[config.mk]
export PLATFORM = sky130hd
export DESIGN_NAME = uart_rx_core_flat
export DESIGN_NICKNAME = d
export VERILOG_FILES = /design/src/rtl/uart_rx_core_if.sv /design/src/rtl/uart_rx_core.sv /design/src/flat_wrapper.sv
export SDC_FILE = /design/constraint.sdc
export NUM_CORES = 1
export LEC_CHECK = 0
export CORE_MARGIN = 5
export CORE_UTILIZATION = 44
export CTS_CLUSTER_SIZE = 30
export DETAILED_ROUTE_END_ITERATION = 7
export GPL_ROUTABILITY_DRIVEN = 1
export GPL_TIMING_DRIVEN = 0
export PLACE_DENSITY = 0.66
export SLEW_MARGIN = 20
export SYNTH_ARGS = -nofsm -noshare
export SYNTH_HDL_FRONTEND = slang
export SYNTH_SLANG_ARGS = --single-unit
[constraint.sdc]
create_clock -name Clk -period 2.3 [get_ports Clk]
set_input_delay 0.345 -clock Clk [delete_from_list [all_inputs] [get_ports Clk]]
set_output_delay 0.345 -clock Clk [all_outputs]
set_load 0.02 [all_outputs]
[src/rtl/uart_rx_core_if.sv]
// Received-byte stream between the UART receiver and its consumer.
// The byte is taken on any cycle where rx_valid and rx_ready are both high.
interface uart_rx_core_if;
  logic [7:0] rx_data;
  logic       rx_valid;
  logic       rx_ready;

  modport master (output rx_data, output rx_valid, input rx_ready);
  modport slave  (input rx_data, input rx_valid, output rx_ready);
endinterface

[src/rtl/uart_rx_core.sv]
// 8N1 UART receiver with a one-byte holding register; rx_valid rises 3+HALF_BIT+9*CLKS_PER_BIT+1 cycles after the start edge.
// The consumer stalls with rx_ready low; a byte arriving while the held byte is unconsumed is dropped and flags overrun.
module uart_rx_core #(
  parameter int CLKS_PER_BIT = 868,
  parameter int HALF_BIT     = CLKS_PER_BIT / 2
) (
  input  logic          Clk,
  input  logic          reset_ah,
  input  logic          rxd,
  input  logic          clr_err,
  output logic          overrun,
  output logic          frame_err,
  output logic          busy,
  uart_rx_core_if.master rx
);

  typedef enum logic [2:0] {IDLE, START, DATA, STOP, WAIT_IDLE} state_t;

  localparam logic [15:0] BIT_LAST  = 16'(CLKS_PER_BIT - 1);
  localparam logic [15:0] HALF_LAST = 16'(HALF_BIT - 1);

  state_t      state, state_nxt;
  logic        rxd_m, rxd_s;
  logic [15:0] cnt, cnt_nxt;
  logic [3:0]  bit_idx, bit_idx_nxt;
  logic [7:0]  shreg, shreg_nxt;
  logic        stop_ok, stop_bad;
  logic        dlv_q, ferr_q;

  always_ff @(posedge Clk) begin
    if (reset_ah) begin
      rxd_m <= 1'b1;
      rxd_s <= 1'b1;
    end else begin
      rxd_m <= rxd;
      rxd_s <= rxd_m;
    end
  end

  always_ff @(posedge Clk) begin
    if (reset_ah) begin
      state   <= IDLE;
      cnt     <= 16'd0;
      bit_idx <= 4'd0;
      shreg   <= 8'h00;
      dlv_q   <= 1'b0;
      ferr_q  <= 1'b0;
    end else begin
      state   <= state_nxt;
      cnt     <= cnt_nxt;
      bit_idx <= bit_idx_nxt;
      shreg   <= shreg_nxt;
      dlv_q   <= stop_ok;
      ferr_q  <= stop_bad;
    end
  end

  always_comb begin
    state_nxt   = state;
    cnt_nxt     = cnt + 16'd1;
    bit_idx_nxt = bit_idx;
    shreg_nxt   = shreg;
    stop_ok     = 1'b0;
    stop_bad    = 1'b0;
    case (state)
      IDLE: begin
        cnt_nxt = 16'd0;
        if (!rxd_s) state_nxt = START;
      end
      START: begin
        // Line back high at mid start bit means a glitch, not a frame.
        if (cnt == HALF_LAST) begin
          cnt_nxt     = 16'd0;
          bit_idx_nxt = 4'd0;
          state_nxt   = rxd_s ? IDLE : DATA;
        end
      end
      DATA: begin
        if (cnt == BIT_LAST) begin
          cnt_nxt     = 16'd0;
          shreg_nxt   = {rxd_s, shreg[7:1]};
          bit_idx_nxt = bit_idx + 4'd1;
          if (bit_idx == 4'd7) state_nxt = STOP;
        end
      end
      STOP: begin
        if (cnt == BIT_LAST) begin
          cnt_nxt = 16'd0;
          if (rxd_s) begin
            stop_ok   = 1'b1;
            state_nxt = IDLE;
          end else begin
            stop_bad  = 1'b1;
            state_nxt = WAIT_IDLE;
          end
        end
      end
      WAIT_IDLE: begin
        cnt_nxt = 16'd0;
        if (rxd_s) state_nxt = IDLE;
      end
      default: state_nxt = IDLE;
    endcase
  end

  // Delivery happens the cycle after the stop sample; shreg is untouched in IDLE.
  always_ff @(posedge Clk) begin
    if (reset_ah) begin
      rx.rx_data  <= 8'h00;
      rx.rx_valid <= 1'b0;
      overrun     <= 1'b0;
      frame_err   <= 1'b0;
    end else begin
      if (dlv_q && (!rx.rx_valid || rx.rx_ready)) begin
        rx.rx_data  <= shreg;
        rx.rx_valid <= 1'b1;
      end else if (rx.rx_valid && rx.rx_ready) begin
        rx.rx_valid <= 1'b0;
      end
      overrun   <= (dlv_q && rx.rx_valid && !rx.rx_ready) || (overrun && !clr_err);
      frame_err <= ferr_q || (frame_err && !clr_err);
    end
  end

  assign busy = (state != IDLE);

endmodule

[src/flat_wrapper.sv]
// flat-port wrapper written by rule: the top's interface ports become plain ports
module uart_rx_core_flat 
#(
  parameter int CLKS_PER_BIT = 868,
  parameter int HALF_BIT     = CLKS_PER_BIT / 2
)
  (Clk, reset_ah, rxd, clr_err, overrun, frame_err, busy, rx_rx_data, rx_rx_valid, rx_rx_ready);
  uart_rx_core_if rx_i ();
  input  logic Clk;
  input  logic reset_ah;
  input  logic rxd;
  input  logic clr_err;
  output logic overrun;
  output logic frame_err;
  output logic busy;
  output wire logic [$bits(rx_i.rx_data)-1:0] rx_rx_data;
  output wire logic [$bits(rx_i.rx_valid)-1:0] rx_rx_valid;
  input wire logic [$bits(rx_i.rx_ready)-1:0] rx_rx_ready;
  assign rx_rx_data = rx_i.rx_data;
  assign rx_rx_valid = rx_i.rx_valid;
  assign rx_i.rx_ready = rx_rx_ready;
  uart_rx_core #(.CLKS_PER_BIT(CLKS_PER_BIT), .HALF_BIT(HALF_BIT)) u_core (.Clk(Clk), .reset_ah(reset_ah), .rxd(rxd), .clr_err(clr_err), .overrun(overrun), .frame_err(frame_err), .busy(busy), .rx(rx_i));
endmodule
== After elaboration in Yosys (flattened, before gate mapping) ==
Cells that the tools add are included.

* Flip-flop bits (word level): 46
* Input port bits: 5
* Output and inout port bits: 12
* Word-level logic and storage cells: 70

* $add $sub $neg: 2
* Equality and inequality tests: 13
* Multiplexer cells: 19
* Bitwise operators: 2
* Reduce and logical (&&, ||, !) cells: 22

{| class="wikitable"
|+ Operator list
! operator !! count
|-
| one-hot mux 16 bit (3 select lines) || 1
|-
| two-way mux 16 bit || 2
|-
| two-way mux 3 bit || 7
|-
| adder 16 x 1 -> 16 bit (second input constant) || 1
|-
| == test 16 x 10 -> 1 bit (second input constant) || 1
|-
| == test 16 x 9 -> 1 bit (second input constant) || 1
|-
| one-hot mux 3 bit (5 select lines) || 1
|-
| != test 2 x 1 -> 1 bit (second input constant) || 5
|-
| two-way mux 4 bit || 2
|-
| one-hot mux 4 bit (2 select lines) || 1
|-
| == test 3 x 2 -> 1 bit (second input constant) || 2
|-
| logical AND 1 bit || 6
|-
| AND reduction 6 bit || 1
|-
| adder 4 x 1 -> 4 bit (second input constant) || 1
|-
| == test 4 x 3 -> 1 bit (second input constant) || 1
|-
| two-way mux 1 bit || 4
|-
| nonzero test 2 bit || 2
|-
| OR reduction 2 bit || 2
|-
| == test 3 x 1 -> 1 bit (second input constant) || 1
|-
| == test 3 bit (second input constant) || 1
|-
| zero test 1 bit || 3
|-
| zero test 3 bit || 1
|-
| logical OR 1 bit || 3
|-
| AND reduction 3 bit || 1
|-
| other kinds (6) || 7
|}

== Depth between registers and ports, before layout ==
Gate-level depths: netlist (run 1).

* Depth in word-level cells: 4
* Depth in mapped cells: 8
* Depth with buffers taken out: 6

== Worst setup path before layout (run 1) ==
No wires, ideal clock.

* Path type: register -> register
* From: register u_core.cnt[0]
* To: register u_core.bit_idx[2]
* Library setup time: 74 ps
* Arrival time: 2197 ps
* Data required time: 2226 ps
* Slack: 28 ps
* Stages on the path, launching flop included: 8
* Buffers on the path: 2
* Period minus slack after synthesis: 2272 ps
* Cell sequence: dfxtp_1 > ha_1 > clkbuf_1 > nand4b_1 > or4_1 > buf_2 > or4_1 > a31oi_1

* Longest elaborated chain between the ends: 3
* Elaborated cells on any way between the ends: 5
* Classes of those cells: 4 x eq/ne; 1 x reduce/logical

{| class="wikitable"
|+ Ends and longest elaborated chain
! element !! RTL line !! source
|-
| start: declaration || uart_rx_core.sv:24 || <nowiki>logic [15:0] cnt, cnt_nxt;</nowiki>
|-
| start signal: assignment || uart_rx_core.sv:50 || <nowiki>cnt <= cnt_nxt;</nowiki>
|-
| == test 16 x 10 -> 1 bit or == test 16 x 9 -> 1 bit (tied branches) || uart_rx_core.sv:79, uart_rx_core.sv:72 ||
|-
| != test 2 x 1 -> 1 bit (no source line) || - ||
|-
| AND reduction 3 bit (no source line) * || - ||
|-
| end signal: assignment || uart_rx_core.sv:51 || <nowiki>bit_idx <= bit_idx_nxt;</nowiki>
|-
| end: declaration || uart_rx_core.sv:25 || <nowiki>logic [3:0] bit_idx, bit_idx_nxt;</nowiki>
|}

Every way passes the cells marked *; elsewhere a longest branch is shown, timed or not.
A chain may end at the register's enable or synchronous reset.

== Worst setup path in the final report (run 1) ==
* From: register u_core.cnt[15]
* To: register u_core.bit_idx[2]

Same word-level chain as after synthesis.

==> qor.csv, run 1 <==
stage,metric,value,unit
run_status,status,"complete, no violations",
synthesis,synth-edff-count,0,
die,rows,25,
die,core_area,4660,µm²
synthesis,syn-num-nets,246,
drt,drcViolationCount,0,
final_layout,finalCoreUtilization,0.546,
final_layout,postLayoutCellArea,2540,µm²
sta,layout_min_cycle_time,2.24,ns
run,max_cap_viol_count,0,
pwr,max-vdd-ir-drop,456,µV
pwr,leakagePower,0.857,nW
final_layout,seqCellArea,935,µm²
placement,place_congestion,0.831,
drt,vias,1832,
synthesis,synthTopCellsByArea,"dfxtp_1 (44%), nor3_1 (4.8%), nand4_1 (4.5%)",
setup_path,crit_start,u_core.cnt[15],
placement,place_inst,308,
drt,ant_nets,0,
setup_path,start_kind,flip-flop,
setup_path,timing_worst_setup_path_type,flip-flop to flip-flop,
die,die_area,6190,µm²
synthesis,synth_flop_cell,dfxtp_1,
clock_tree,cts_buffer_depth,2,
setup_path,crit_slowest_cell,or4_4,
clock_tree,cts_made_buffers,5,
synthesis,syn_inst,238,
clock_tree,clk_pin_slew,0.09,ns
global_route,grt_pass1_vias,1721,
final_layout,synthToLayoutAreaGrowth,22.6,%
synthesis,yosysWarningCount,0,
synthesis,synth_top_cell_area_share,0.444,
setup_path,critPathMaxFanout,4,
pwr,cellPowerDensity,613,nW/µm²
synthesis,ys_async_sr_fraction,0,
placement,dpl_cell_area,2300,µm²
die,initial_core_util,0.445,
final_layout,drive_gt1_frac,0.159,
clock_tree,clock-sinks,46,
synthesis,seq_area_frac_synth,0.444,
sta,clock_skew,0.0123,ns
placement,dp_slack,-0.329,ns
setup_path,required,2.54,ns
setup_path,timing.reg2reg.setup_slack,0.06,ns
pwr,total_power,1.56,mW
setup_path,reg2reg_from,u_core.cnt[15],
clock_tree,cts_tree,done,
clock_tree,clock_latency,0.31,ns
setup_path,cp.arrival,2.48,ns
setup_path,endpoint,u_core.bit_idx[2],
global_route,grt_pass1_wl,7.82,mm
sta,setup_violations,0,
final_layout,antenna_cells,0,
clock_tree,htree_levels,2,
setup_path,crit_top_cell,or4_4,
global_route,grtUsageTotal,0.156,
setup_path,path_cells,"or4_4, or4_4, buf_6, or4_4, a31oi_2",
global_route,antenna_found_initial,0,
sta,finalCritPeriodShare,0.975,
drt,dr.first_iter.drc_count,147,
synthesis,ys_ff_latch,46,
synthesis,syn-mean-instance-area,8.72,µm²
sta,maxSlewHeadroom,0.532,
setup_path,reg2reg_depth,5,
sta,finalHoldViolCount,0,
drt,drt_wl_total,4.60,mm
setup_path,rr_endpoint,u_core.bit_idx[2],
hold_path,hp-class,flip-flop to flip-flop,
drt,detail_route.wl_per_cell,14.5,µm
sta,tns,0,ns
sta,setup_slack,0.0570,ns
clock_tree,cts_root_buf,clkbuf_8,
die,io_pins,17,
setup_path,crit_path_end_kind,flip-flop,
final_layout,fin_cells,318,
die,die_w,78.7,µm
die,die_h,78.7,µm
final_layout,layout_commonest_cell,dfxtp_1,
synthesis,synth_top_area_cell,dfxtp_1,
placement,dpl.hpwl,3.12,mm
global_route,grt_overflow,0,
sta,drv_slew,0,
sta,whs,0.414,ns
final_layout,multi_input_area,1100,µm²
final_layout,n_fill_cell,438,
global_route,grt_max_degree,16,
sta,fmax,446,MHz
placement,numPortBuffers,16,
sta,tightest_slew,0.700,ns
synthesis,yosysUniqueCellTypes,39,
drt,drtPass1Iterations,5,
final_layout,layout_common_cells,"dfxtp_1 (39), nor3_1 (19), nor2_1 (18)",
setup_path,cpPeakStageDelay,0.55,ns
final_layout,fin_nets,271,
synthesis,synthesis.area,2070,µm²
clock_tree,ctsHoldBuffers,0,
drt,viasPerCell,5.76,
==> sequential cells by signal (all words and copies together) (netlist names) <==
| register | cells |
|---|---|
| u_core.bit_idx | 4 |
| u_core.cnt | 16 |
| u_core.dlv_q | 1 |
| u_core.ferr_q | 1 |
| u_core.frame_err | 1 |
| u_core.overrun | 1 |
| u_core.rx.rx_data | 8 |
| u_core.rx.rx_valid | 1 |
| u_core.rxd_m | 1 |
| u_core.rxd_s | 1 |
| u_core.shreg | 8 |
| u_core.state | 3 |
==> metal layers <==
metal | part of all wire | track usage | up-vias
li1 | - | - | 921
met1 | 0.44 | 0.189 | 872
met2 | 0.51 | 0.269 | 32
met3 | 0.037 | 0.0367 | 7
met4 | 0.013 | 0.0524 | 0
met5 | 0 | 0 | -
==> where the power goes <==
group	internal, mW	switching [mW]	leakage, nW
Sequential	0.797	0.00397	0.375
Clock	0.435	0.281	0.0683
Combinational	0.0178	0.0261	0.414
==> kinds of logic after synthesis <==
group	share of synthesized area
simple gates	0.282
flops	0.444
compound gates	0.128
buf+inv	0.0464
xor+xnor	0.0422
mux	0.0386
fa+ha+maj	0.0181
==> how the worst min path moves through the flow <==
stage / start / to / slack [ns] / depth (start not counted)
finish: u_core.rxd_m / u_core.rxd_s / 0.41 / 1
global placement: u_core.rxd_m / u_core.rxd_s / 0.39 / 1
global route: u_core.rxd_m / u_core.rxd_s / 0.43 / 1
CTS: u_core.rxd_m / u_core.rxd_s / 0.41 / 1
floorplan: u_core.rxd_m / u_core.rxd_s / 0.39 / 1
detailed placement: u_core.rxd_m / u_core.rxd_s / 0.40 / 1
==> cell type report <==
class / instances / share of cell area
plain buffers: 13 / 0.0241
clock buffers: 5 / 0.0271
clock inverters: 3 / 0.0271
inverters: 7 / 0.0103
multi-input cells: 167 / 0.434
flip-flops and latches: 46 / 0.367
well taps: 54 / 0.0266
repair buffers: 23 / 0.0836
==> timing repair <==
| action | CTS | global route |
|---|---|---|
| endpoints found under the setup margin | 31 | 26 |
| pin swaps | 2 | 4 |
| setup buffers | 5 | 2 |
| gates resized for setup | 10 | 13 |
==> critical path: cells and delay by family (launching register included) <==
kind | cells | cell delay, ns
buffers and inverters | 1 | 0.14
DFF | 1 | 0.33
AOI/OAI and AO/OA | 1 | 0.18
and+or+nand+nor | 3 | 1.54
==> synth_stat cells (2+ instances only) <==
cell type,n
dfxtp_1,46
buf_1,2
clkbuf_1,14
buf_2,2
or3b_2,2
nor3_1,20
and4_1,2
nand3_1,9
a31oi_1,3
or3_1,3
o21ai_0,13
nor4_1,2
a21oi_1,9
ha_1,3
nand4b_1,3
nand2_1,7
a22oi_1,2
xor2_1,5
o211ai_1,3
nand4_1,15
or4_1,6
mux2i_1,8
nand3b_1,2
nor2_1,18
inv_1,7
or2_2,6
o31ai_1,3
nand2b_1,5
a211oi_1,4
xnor2_1,5
Power figures use the tool's default switching activity.
==> run 2, diff against run 1 <==
- RECOVER_POWER: not set -> 100
==> qor.csv, run 2 (synthesis gave the netlist of run 1 again) <==
stage,metric,value,unit
drt,ant_nets,0,
placement,place_congestion,0.831,
final_layout,synthToLayoutAreaGrowth,22.6,%
global_route,grt_pass1_vias,1721,
placement,dpl.hpwl,3.12,mm
drt,viasPerCell,5.73,
clock_tree,ctsHoldBuffers,0,
sta,tightest_slew,0.713,ns
drt,detail_route.wl_per_cell,14.4,µm
final_layout,layout_common_cells,"dfxtp_1 (39), nor3_1 (19), nor2_1 (18)",
final_layout,largest_reg_flops,16,
placement,dpl_cell_area,2300,µm²
placement,dp_slack,-0.329,ns
setup_path,endpoint,u_core.bit_idx[2],
setup_path,crit_path_end_kind,flip-flop,
placement,numPortBuffers,16,
global_route,grt_overflow,0,
drt,drtPass1Iterations,5,
final_layout,fin_nets,271,
clock_tree,cts_tree,done,
sta,setup_violations,0,
setup_path,crit_start,u_core.cnt[15],
clock_tree,cts_root_buf,clkbuf_8,
run,max_cap_viol_count,0,
sta,finalCritPeriodShare,0.975,
die,rows,25,
drt,drt_wl_total,4.59,mm
hold_path,hp-class,flip-flop to flip-flop,
die,die_h,78.7,µm
pwr,leakagePower,0.900,nW
drt,drcViolationCount,0,
die,core_area,4660,µm²
sta,clock_skew,0.0122,ns
global_route,grtUsageTotal,0.156,
drt,dr.first_iter.drc_count,146,
drt,vias,1822,
setup_path,reg2reg_depth,5,
die,die_w,78.7,µm
pwr,total_power,1.56,mW
global_route,grt_max_degree,16,
final_layout,layout_commonest_cell,dfxtp_1,
final_layout,postLayoutCellArea,2540,µm²
clock_tree,htree_levels,2,
sta,drv_slew,0,
pwr,max-vdd-ir-drop,458,µV
sta,finalHoldViolCount,0,
setup_path,timing_worst_setup_path_type,flip-flop to flip-flop,
setup_path,reg2reg_from,u_core.cnt[15],
clock_tree,clock-sinks,46,
sta,layout_min_cycle_time,2.24,ns
run_status,status,"complete, no violations",
clock_tree,cts_made_buffers,5,
setup_path,timing.reg2reg.setup_slack,0.06,ns
sta,maxSlewHeadroom,0.524,
die,io_pins,17,
pwr,cellPowerDensity,613,nW/µm²
die,initial_core_util,0.445,
clock_tree,clock_latency,0.31,ns
sta,setup_slack,0.0572,ns
final_layout,antenna_cells,0,
setup_path,rr_endpoint,u_core.bit_idx[2],
setup_path,cp.arrival,2.48,ns
setup_path,required,2.54,ns
clock_tree,cts_buffer_depth,2,
die,die_area,6190,µm²
final_layout,drive_gt1_frac,0.159,
global_route,antenna_found_initial,0,
sta,fmax,446,MHz
final_layout,largest_registers,"u_core.cnt: 16 flops, u_core.rx.rx_data: 8 flops, u_core.shreg: 8 flops",
clock_tree,clk_pin_slew,0.10,ns
final_layout,regMostFlops,u_core.cnt,
global_route,grt_pass1_wl,7.82,mm
setup_path,critPathMaxFanout,4,
setup_path,start_kind,flip-flop,
run 2: cell count changes in the layout (fill, tap and decap cells not counted):
cell             before  now
clkbuf_1              8    9
buf_1                 2    1
clkdlybuf4s50_1      16    3
dlygate4sd3_1         0   13
run 2: metrics by stage:
step / hold slack, ns / std cells / utilization / TNS (ns)
6_report: 0.414 / 318 / 0.546 / 0
2_1_floorplan: 0.389 / 238 / - / 0
5_1_grt: 0.429 / 318 / 0.546 / -0.00380
3_3_place_gp: 0.391 / 308 / 0.494 / -3.79
4_1_cts: 0.415 / 320 / 0.539 / 0
3_5_place_dp: 0.398 / 308 / 0.494 / -4.77
run 2: how the worst min path moves through the flow:
stage / start / to / depth (start not counted)
global route: u_core.rxd_m / u_core.rxd_s / 1
detailed placement: u_core.rxd_m / u_core.rxd_s / 1
finish: u_core.rxd_m / u_core.rxd_s / 1
global placement: u_core.rxd_m / u_core.rxd_s / 1
floorplan: u_core.rxd_m / u_core.rxd_s / 1
CTS: u_core.rxd_m / u_core.rxd_s / 1
run 2: where the power goes:
group,switching (mW),internal [mW],total [mW]
clock network,0.281,0.435,0.716
logic,0.0262,0.0171,0.0433
registers,0.00391,0.797,0.801
run 2: critical path: stages (launching register included):
cell,delay [ns]
dfxtp_2,0.33
or4_4,0.55
or4_4,0.49
buf_6,0.14
or4_4,0.50
a31oi_2,0.18
run 2: final cells by class:
| type | instances | area, µm² |
|---|---|---|
| fill | 438 | 2120 |
| multi-input combinational | 167 | 1100 |
| sequential | 46 | 935 |
| timing repair buffer | 23 | 213 |
| clock buffer | 5 | 68.8 |
| clock inverter | 3 | 68.8 |
| tap | 54 | 67.6 |
| buffer | 13 | 61.3 |
| inverter | 7 | 26.3 |
run 2: metal layers:
layer,wire (µm),global-route usage,vias to the layer above,part of all wire
met4,59,0.0524,0,0.013
met5,0,0,-,0
li1,-,-,922,-
met2,2310,0.269,33,0.50
met3,176,0.0367,7,0.038
met1,2040,0.189,860,0.44
run 2: repair_timing:
action | CTS | global route
endpoints found under the setup margin | 31 | 26
setup buffers | 5 | 2
pin swaps | 2 | 4
resized for setup | 10 | 13
==> run 3, diff against run 2 <==
--- a/config.mk
+++ b/config.mk
@@ -7,2 +7,3 @@
 export LEC_CHECK = 0
+export ABC_CLOCK_PERIOD_IN_PS = 2300
 export CORE_MARGIN = 5
--- a/constraint.sdc
+++ b/constraint.sdc
@@ -3,2 +3,2 @@
 set_output_delay 0.345 -clock Clk [all_outputs]
-set_load 0.02 [all_outputs]
+set_load 0.01 [all_outputs]
==> results of run 3 <==
The final DEF is identical to that of run 2. Status: complete, no violations.
